===== src/rtl/keyboard_note_encoder.sv =====
// keyboard_note_encoder
// Turns PS/2 set-2 scan-code bytes into note-on / note-off events for the
// ALU controller. It keeps track of the currently held note key, so a
// typematic repeat of that key does not retrigger the note, and a release
// of that key produces a note_off strobe.
//
// Optional feature: define OCTAVE_KEYS_EN to let Z (1A) and X (22) step the
// octave down and up. When the macro is undefined, the octave is fixed at
// DEFAULT_OCTAVE and both codes are ignored like any other unmapped byte.
module keyboard_note_encoder #(
  parameter logic [2:0] DEFAULT_OCTAVE = 3'd4
) (
  input  logic       clk,
  input  logic       reset,
  input  logic [7:0] scan_code,
  input  logic       scan_valid,
  output logic       note_in,
  output logic [3:0] note,
  output logic [2:0] octave,
  output logic       note_off,
  output logic       held
);

  localparam logic [7:0] CODE_BREAK  = 8'hF0;
  localparam logic [7:0] CODE_EXT    = 8'hE0;
`ifdef OCTAVE_KEYS_EN
  localparam logic [7:0] CODE_OCT_DN = 8'h1A;
  localparam logic [7:0] CODE_OCT_UP = 8'h22;
`endif

  // Parser states. BREAK follows F0, EXT follows E0, and EXT_BREAK follows
  // E0 F0. Extended keys are tracked only so that their bytes are swallowed.
  typedef enum logic [1:0] {
    ST_IDLE      = 2'd0,
    ST_BREAK     = 2'd1,
    ST_EXT       = 2'd2,
    ST_EXT_BREAK = 2'd3
  } state_e;

  state_e     state_q,     state_d;
  logic       note_in_q,   note_in_d;
  logic       note_off_q,  note_off_d;
  logic [3:0] note_q,      note_d;
  logic       held_q,      held_d;
  logic [7:0] held_code_q, held_code_d;
`ifdef OCTAVE_KEYS_EN
  logic [2:0] octave_q,    octave_d;
`endif

  // Decoded view of the current byte.
  logic       map_hit;
  logic [3:0] map_note;
  logic       is_held_key;

  // Key map: bit 4 flags a mapped note key, bits 3:0 carry the note index.
  function automatic logic [4:0] note_lookup(input logic [7:0] code);
    logic [4:0] r;
    case (code)
      8'h1C:   r = {1'b1, 4'd0};   // A -> C
      8'h1D:   r = {1'b1, 4'd1};   // W -> C#
      8'h1B:   r = {1'b1, 4'd2};   // S -> D
      8'h24:   r = {1'b1, 4'd3};   // E -> D#
      8'h23:   r = {1'b1, 4'd4};   // D -> E
      8'h2B:   r = {1'b1, 4'd5};   // F -> F
      8'h2C:   r = {1'b1, 4'd6};   // T -> F#
      8'h34:   r = {1'b1, 4'd7};   // G -> G
      8'h35:   r = {1'b1, 4'd8};   // Y -> G#
      8'h33:   r = {1'b1, 4'd9};   // H -> A
      8'h3C:   r = {1'b1, 4'd10};  // U -> A#
      8'h3B:   r = {1'b1, 4'd11};  // J -> B
      default: r = {1'b0, 4'd0};
    endcase
    return r;
  endfunction

  // Byte decode shared by the make and release paths.
  always_comb begin
    map_hit     = 1'b0;
    map_note    = 4'd0;
    is_held_key = 1'b0;
    {map_hit, map_note} = note_lookup(scan_code);
    is_held_key = held_q && (scan_code == held_code_q);
  end

  // Parser next-state and event generation; only a valid byte moves anything.
  always_comb begin
    state_d     = state_q;
    note_in_d   = 1'b0;
    note_off_d  = 1'b0;
    note_d      = note_q;
    held_d      = held_q;
    held_code_d = held_code_q;
`ifdef OCTAVE_KEYS_EN
    octave_d    = octave_q;
`endif
    if (scan_valid) begin
      case (state_q)
        ST_IDLE: begin
          if (scan_code == CODE_BREAK) begin
            state_d = ST_BREAK;
          end else if (scan_code == CODE_EXT) begin
            state_d = ST_EXT;
          end else if (map_hit) begin
            // A make of the key already held is a typematic repeat.
            if (!is_held_key) begin
              note_d      = map_note;
              note_in_d   = 1'b1;
              held_code_d = scan_code;
              held_d      = 1'b1;
            end
`ifdef OCTAVE_KEYS_EN
          end else if (scan_code == CODE_OCT_DN) begin
            // Repeats keep stepping; saturate at the bottom octave.
            if (octave_q != 3'd0) begin
              octave_d = octave_q - 3'd1;
            end
          end else if (scan_code == CODE_OCT_UP) begin
            if (octave_q != 3'd7) begin
              octave_d = octave_q + 3'd1;
            end
`endif
          end
        end
        ST_BREAK: begin
          if (scan_code == CODE_EXT) begin
            state_d = ST_EXT_BREAK;
          end else if (scan_code == CODE_BREAK) begin
            state_d = ST_BREAK;
          end else begin
            // Only releasing the held key ends the note; others are ignored.
            if (is_held_key) begin
              note_off_d = 1'b1;
              held_d     = 1'b0;
            end
            state_d = ST_IDLE;
          end
        end
        ST_EXT: begin
          if (scan_code == CODE_BREAK) begin
            state_d = ST_EXT_BREAK;
          end else if (scan_code == CODE_EXT) begin
            state_d = ST_EXT;
          end else begin
            state_d = ST_IDLE;
          end
        end
        ST_EXT_BREAK: begin
          state_d = ST_IDLE;
        end
        default: begin
          state_d = ST_IDLE;
        end
      endcase
    end
  end

  // State and registered outputs; reset returns the parser to a fresh start.
  always_ff @(posedge clk or negedge reset) begin
    if (!reset) begin
      state_q     <= ST_IDLE;
      note_in_q   <= 1'b0;
      note_off_q  <= 1'b0;
      note_q      <= 4'd0;
      held_q      <= 1'b0;
      held_code_q <= 8'h00;
    end else begin
      state_q     <= state_d;
      note_in_q   <= note_in_d;
      note_off_q  <= note_off_d;
      note_q      <= note_d;
      held_q      <= held_d;
      held_code_q <= held_code_d;
    end
  end

`ifdef OCTAVE_KEYS_EN
  // Octave register, stepped by the Z / X keys.
  always_ff @(posedge clk or negedge reset) begin
    if (!reset) begin
      octave_q <= DEFAULT_OCTAVE;
    end else begin
      octave_q <= octave_d;
    end
  end

  assign octave = octave_q;
`else
  assign octave = DEFAULT_OCTAVE;
`endif

  assign note_in  = note_in_q;
  assign note_off = note_off_q;
  assign note     = note_q;
  assign held     = held_q;

endmodule


===== config.mk =====
export PLATFORM = sky130hd
export DESIGN_NAME = keyboard_note_encoder
export DESIGN_NICKNAME = d
export VERILOG_FILES = /design/src/rtl/keyboard_note_encoder.sv
export SDC_FILE = /design/constraint.sdc
export NUM_CORES = 1
export LEC_CHECK = 0
export BUFFER_PORTS_ARGS = -buffer_cell sky130_fd_sc_hd__clkbuf_2
export CELL_PAD_IN_SITES_DETAIL_PLACEMENT = 1
export CELL_PAD_IN_SITES_GLOBAL_PLACEMENT = 1
export CORE_MARGIN = 4
export CORE_UTILIZATION = 41
export DETAILED_ROUTE_END_ITERATION = 10
export GPL_ROUTABILITY_DRIVEN = 0
export PLACE_DENSITY_LB_ADDON = 0.1
export SLEW_MARGIN = 20
export SYNTH_ARGS = -nofsm -noshare
export SYNTH_HDL_FRONTEND = slang
export SYNTH_SLANG_ARGS = --single-unit
export TNS_END_PERCENT = 5

===== constraint.sdc =====
create_clock -name clk -period 2.1 [get_ports clk]
set_clock_uncertainty 0.2 [all_clocks]
set_input_delay 0.105 -clock clk [delete_from_list [all_inputs] [get_ports clk]]
set_output_delay 0.105 -clock clk [all_outputs]
set_load 0.02 [all_outputs]

After elaboration in Yosys (flattened, before gate mapping)
Cells that the tools add are included.

Register bits: 17. Logic and storage cells: 68. Output and inout port bits: 10. Bits of input ports: 11.

Bitwise gates (word level): 3. Multiplexer cells: 27. Reductions and logical operators: 6. Equality and inequality tests: 26.

Operators with widths (number): $eq A8 B6 Y1 const B (9); $pmux W5 S12 (1); $eq A8 B5 Y1 const B (3); $mux W1 (19); $eq A8 B8 Y1 const B (2); $ne A2 B2 Y1 const B (7); $mux W2 (5); $reduce_and A9 Y1 (1); $eq A8 B8 Y1 (1); $pmux W2 S4 (1); $reduce_and A6 Y1 (1); $eq A2 B2 Y1 const B (2); $ne A3 B3 Y1 const B (1); $not A1 Y1 (3); $eq A2 B1 Y1 const B (1); $logic_not A2 Y1 (1); $pmux W1 S2 (1); $reduce_and A2 Y1 (1); $reduce_bool A2 Y1 (1); $logic_and A1 B1 Y1 (1).

Longest topological paths before layout
Depth after elaboration: 8. Gate-level depth with buffers: 7. Gate-level depth less buffers: 5.

Least setup slack after synthesis
OpenSTA, ideal clock, no wires.

Kind: flip-flop to flip-flop. Start point: register state_q[1]. End point: register held_code_q[0]. Period minus slack after synthesis: 1928 ps. Stages on the path, launching flop included: 7. Data required time: 1775 ps. Library setup time: 125 ps. Data arrival time: 1603 ps. Path buffers: 1. Setup slack: 172 ps. Path through: dfrtp_1 > nand2b_1 > or4_4 > a21oi_4 > nand2b_4 > buf_6 > mux2_4.

Cells in the longest elaborated chain, start to end: 2.

RTL lines: start: declaration (RTL line 40) `state_e state_q, state_d;`; start signal: assignment (RTL line 167) `state_q <= state_d;`; $logic_not A2 Y1 (RTL line 97) `case (state_q)`; $reduce_and A6 Y1 (no line); end signal: assignment (RTL line 172) `held_code_q <= held_code_d;`; end: declaration (RTL line 45) `logic [7:0] held_code_q, held_code_d;`.

Every way passes these cells. A chain may end at the register's enable or synchronous reset.

Worst setup path in the final report
Start point: input scan_code[2]. End point: register note_q[1] (netlist: note[1]).

Cells in the longest elaborated chain, start to end: 4. Elaborated cells between the ends (all ways): 21. Classes of those cells: eq/ne (15); mux (1); bitwise (3); reduce/logical (2).

RTL lines: start: declaration (RTL line 15) `input logic [7:0] scan_code,`; parallel branches: the longest is 4 deep, another holds $pmux W5 S12; end signal: assignment (RTL line 170) `note_q <= note_d;`; end: declaration (RTL line 43) `logic [3:0] note_q, note_d;`.

Parallel ways; which one is timed is not known.

==> metrics.md <==
| Metric | Value |
|---|---|
| Die Wd | 58.8 um |
| Setup violations, final | 0 |
| Post-route clock period utilization | 0.976 |
| DR vias | 848 |
| Sink Count | 17 |
| Final Max Tran Viols | 0 |
| Setup Slack @ Placement | 80.3 ps |
| Count leader, synth | dfrtp_1 |
| Antenna Cells | 0 |
| DRT Wirelength | 2.61 mm |
| HP Class | input pin to register |
| Synth area leader | dfrtp_1 |
| Async set or reset register ratio after synthesis | 1.00 |
| Grt ovf | 0 |
| RSZ-0062 raised after global routing | yes |
| CP Max Fanout | 9 |
| Port Buf Inserts | 17 |
| # DRC | 0 |
| Clock root buffer | clkbuf_4 |
| Post-synth EDFFs | 0 |
| DR iter-0 viols | 13 |
| Total die area | 3450 um^2 |
| Routed Antenna Nets | 0 |
| Clock transition at path regs | 110 ps |
| Synth top cells by count | dfrtp_1 (17), xnor2_1 (10), inv_1 (7) |
| Switching Share | 0.316 |
| RR Endpoint | note[1] |
| F_max | 0.488 GHz |
| Maximum number of pins on one net before global-route repair | 18 |
| CTS tree | yes |
| Synthesis-stage register bit count | 17 |
| Worst setup SP type | input pin |
| First-pass GRT wire length | 4.14 mm |
| Hold EP | note[2] |
| Outcome | finished, final reports clean |
| Worst R2R Setup Slack | 60 ps |
| Router iterations before antenna repair | 3 |
| Sequential element share of the synthesized area | 0.403 |
| Worst Path Required | 2110 ps |
| Clock power frac | 0.228 |
| Share of total power in sequential cells | 0.497 |
| Pwr dens | 621 nW/um^2 |
| Synth Instances | 104 |
| LEAKAGE | 0.617 nW |
| Critical path arrival | 2060 ps |
| Die height | 58.8 um |
| Core ar. | 2480 um^2 |
| Setup ws final | 51.4 ps |
| Yosys top cell area share | 0.403 |
| CTS max path bufs | 2 |
| Hpwl dp | 1.82 mm |
| Worst R2R Start | state_q[1] |
| Avg WL per Cell | 16.1 um |
| Clk Latency, worst-skew pair | 300 ps |
| Cts bufs inserted | 3 |
| Comb power frac | 0.276 |
| H-tree levels | 1 |
| Sw Pwr | 0.255 mW |
| Final worst path period need | 2050 ps |
| Top Ports | 21 |
| Initial Utilization | 0.426 |
| Layout cell share with drive strength beyond 1 | 0.333 |
| Endpoint class of the critical path | register |
| Nets@finish | 144 |
| Final hold violations | 0 |
| Area Overhead vs Synth | 23.1% |
| Worst Hold Margin | 6.87 ps |
| Synth unique cells | 36 |
| Via count of the first global-routing pass | 882 |
| Crit path kind | input pin to register |
| Largest cells by area after synthesis | dfrtp_1 (40%), xnor2_1 (8.3%), mux2_4 (5.7%), buf_4 (3.6%), mux2_2 (3.2%) |
| Cell depth of the worst flop-to-flop path | 6 |
| Yosys warnings | 0 |
| Syn Area/Cell | 10.2 um^2 |
| Via-to-Cell Ratio | 5.23 |
| VDD IR-drop max | 0.000333 V |
| P_int | 0.552 mW |
| Core Rows | 18 |
| Initial antenna violation count | 0 |
| Global-route usage over all layers | 0.159 |
| Min-delay src | scan_code[7] |
| Cell area after synthesis | 1060 um^2 |
| Maxcap violations | 0 |
| Post-synth top flop | dfrtp_1 |
| Fin util | 0.525 |
| CP Launch Point | scan_code[2] |
| WHS Path Cells | 4 |
## routing by layer
metal | wire length (um) | vias up | part of all wire | global-route usage
li1 | - | 404 | - | -
met1 | 1240 | 423 | 0.47 | 0.212
met2 | 1270 | 17 | 0.48 | 0.260
met3 | 64 | 4 | 0.024 | 0.0154
met4 | 45 | 0 | 0.017 | 0.0680
met5 | 0 | - | 0 | 0
## power groups by stage
stage | clock [mW] | combinational, mW | sequential, mW
5_1_grt | 0.200 | 0.244 | 0.409
2_1_floorplan | 0 | 0.138 | 0.417
3_3_place_gp | 0 | 0.202 | 0.407
6_report | 0.184 | 0.223 | 0.401
4_1_cts | 0.193 | 0.215 | 0.402
3_5_place_dp | 0 | 0.205 | 0.409
## cell families (layout without fill, tap and decap cells)
| family | Yosys count | in the layout | synth area share |
|---|---|---|---|
| other cells | 2 | 3 | 0.00711 |
| compound gates | 15 | 15 | 0.107 |
| flops | 17 | 17 | 0.403 |
| mux | 9 | 9 | 0.108 |
| buf+inv | 17 | 43 | 0.0901 |
| xor+xnor | 12 | 12 | 0.0995 |
| simple gates | 32 | 33 | 0.186 |
## cell usage in the layout, fill, tap and decap left out, drive strengths merged
master       netlist  layout
xnor2             10      10
clkbuf             0      20
a21oi              1       1
o21bai             1       1
nand4              2       2
a31oi              1       1
nor4bb             1       1
mux2i              2       2
mux2               7       7
nor2b              2       2
nor4               1       1
a32o               1       1
a22oi              1       1
conb               2       3
o32ai              1       1
nor3               1       1
a32oi              1       1
and3               2       2
o211ai             1       1
dlygate4sd3        0       7
nor3b              3       3
nand2              5       5
xor2               2       2
clkinv             0       1
a211oi             1       1
and2               3       3
nand2b             3       4
o21ai              5       5
or4                1       1
dfrtp             17      17
nor2               5       5
buf               10       8
o31ai              1       1
nand3              3       3
inv                7       7
## through the flow
| stage | instance area, um^2 | instances | TNS, ps | total power [mW] |
|---|---|---|---|---|
| after CTS | 1250 | 158 | 0 | 0.810 |
| after global routing | 1300 | 162 | -52.9 | 0.854 |
| final | 1300 | 162 | 0 | 0.808 |
| after global placement | 1150 | 147 | 0 | 0.608 |
| after detailed placement | 1150 | 147 | 0 | 0.614 |
| after floorplan | 1060 | 105 | 0 | 0.555 |
## worst max-delay path by stage
stage	slack, ps	cells after the start	endpoint
final	50	8	note[1]
after global routing	-50	8	note[1]
after CTS	60	5	held_code_q[3]
after detailed placement	80	5	held_code_q[3]
after global placement	150	5	held_code_q[0]
after floorplan	170	6	held_code_q[0]
## cell type report
cell class                 count  area [um^2]
fill                         294         1180
inverter                       7         26.3
sequential                    17          425
clock buffer                   3         22.5
timing repair buffer          32          215
multi-input combinational     72          568
tap                           30         37.5
clock inverter                 1         5.00
## worst max-delay path, stage by stage
cell           delay (ps)
dlygate4sd3_1         520
clkbuf_2              230
nor4bb_2              340
a31oi_1               130
a21oi_4               220
nand2b_2              150
buf_4                 160
a22oi_1               200
## registers in the layout, indices dropped and copies added (netlist names)
signal / count
held: 1
held_code_q: 8
note: 4
note_in: 1
note_off: 1
state_q: 2
## repair_timing
action | 4_1_cts | 5_1_grt
buffers inserted | 0 | 3
gates resized for setup | 0 | 5
endpoints found under the setup margin | 0 | 8
hold buffers | 7 | 0
hold endpoints to repair | 23 | 0
Power figures use the tool's default switching activity.
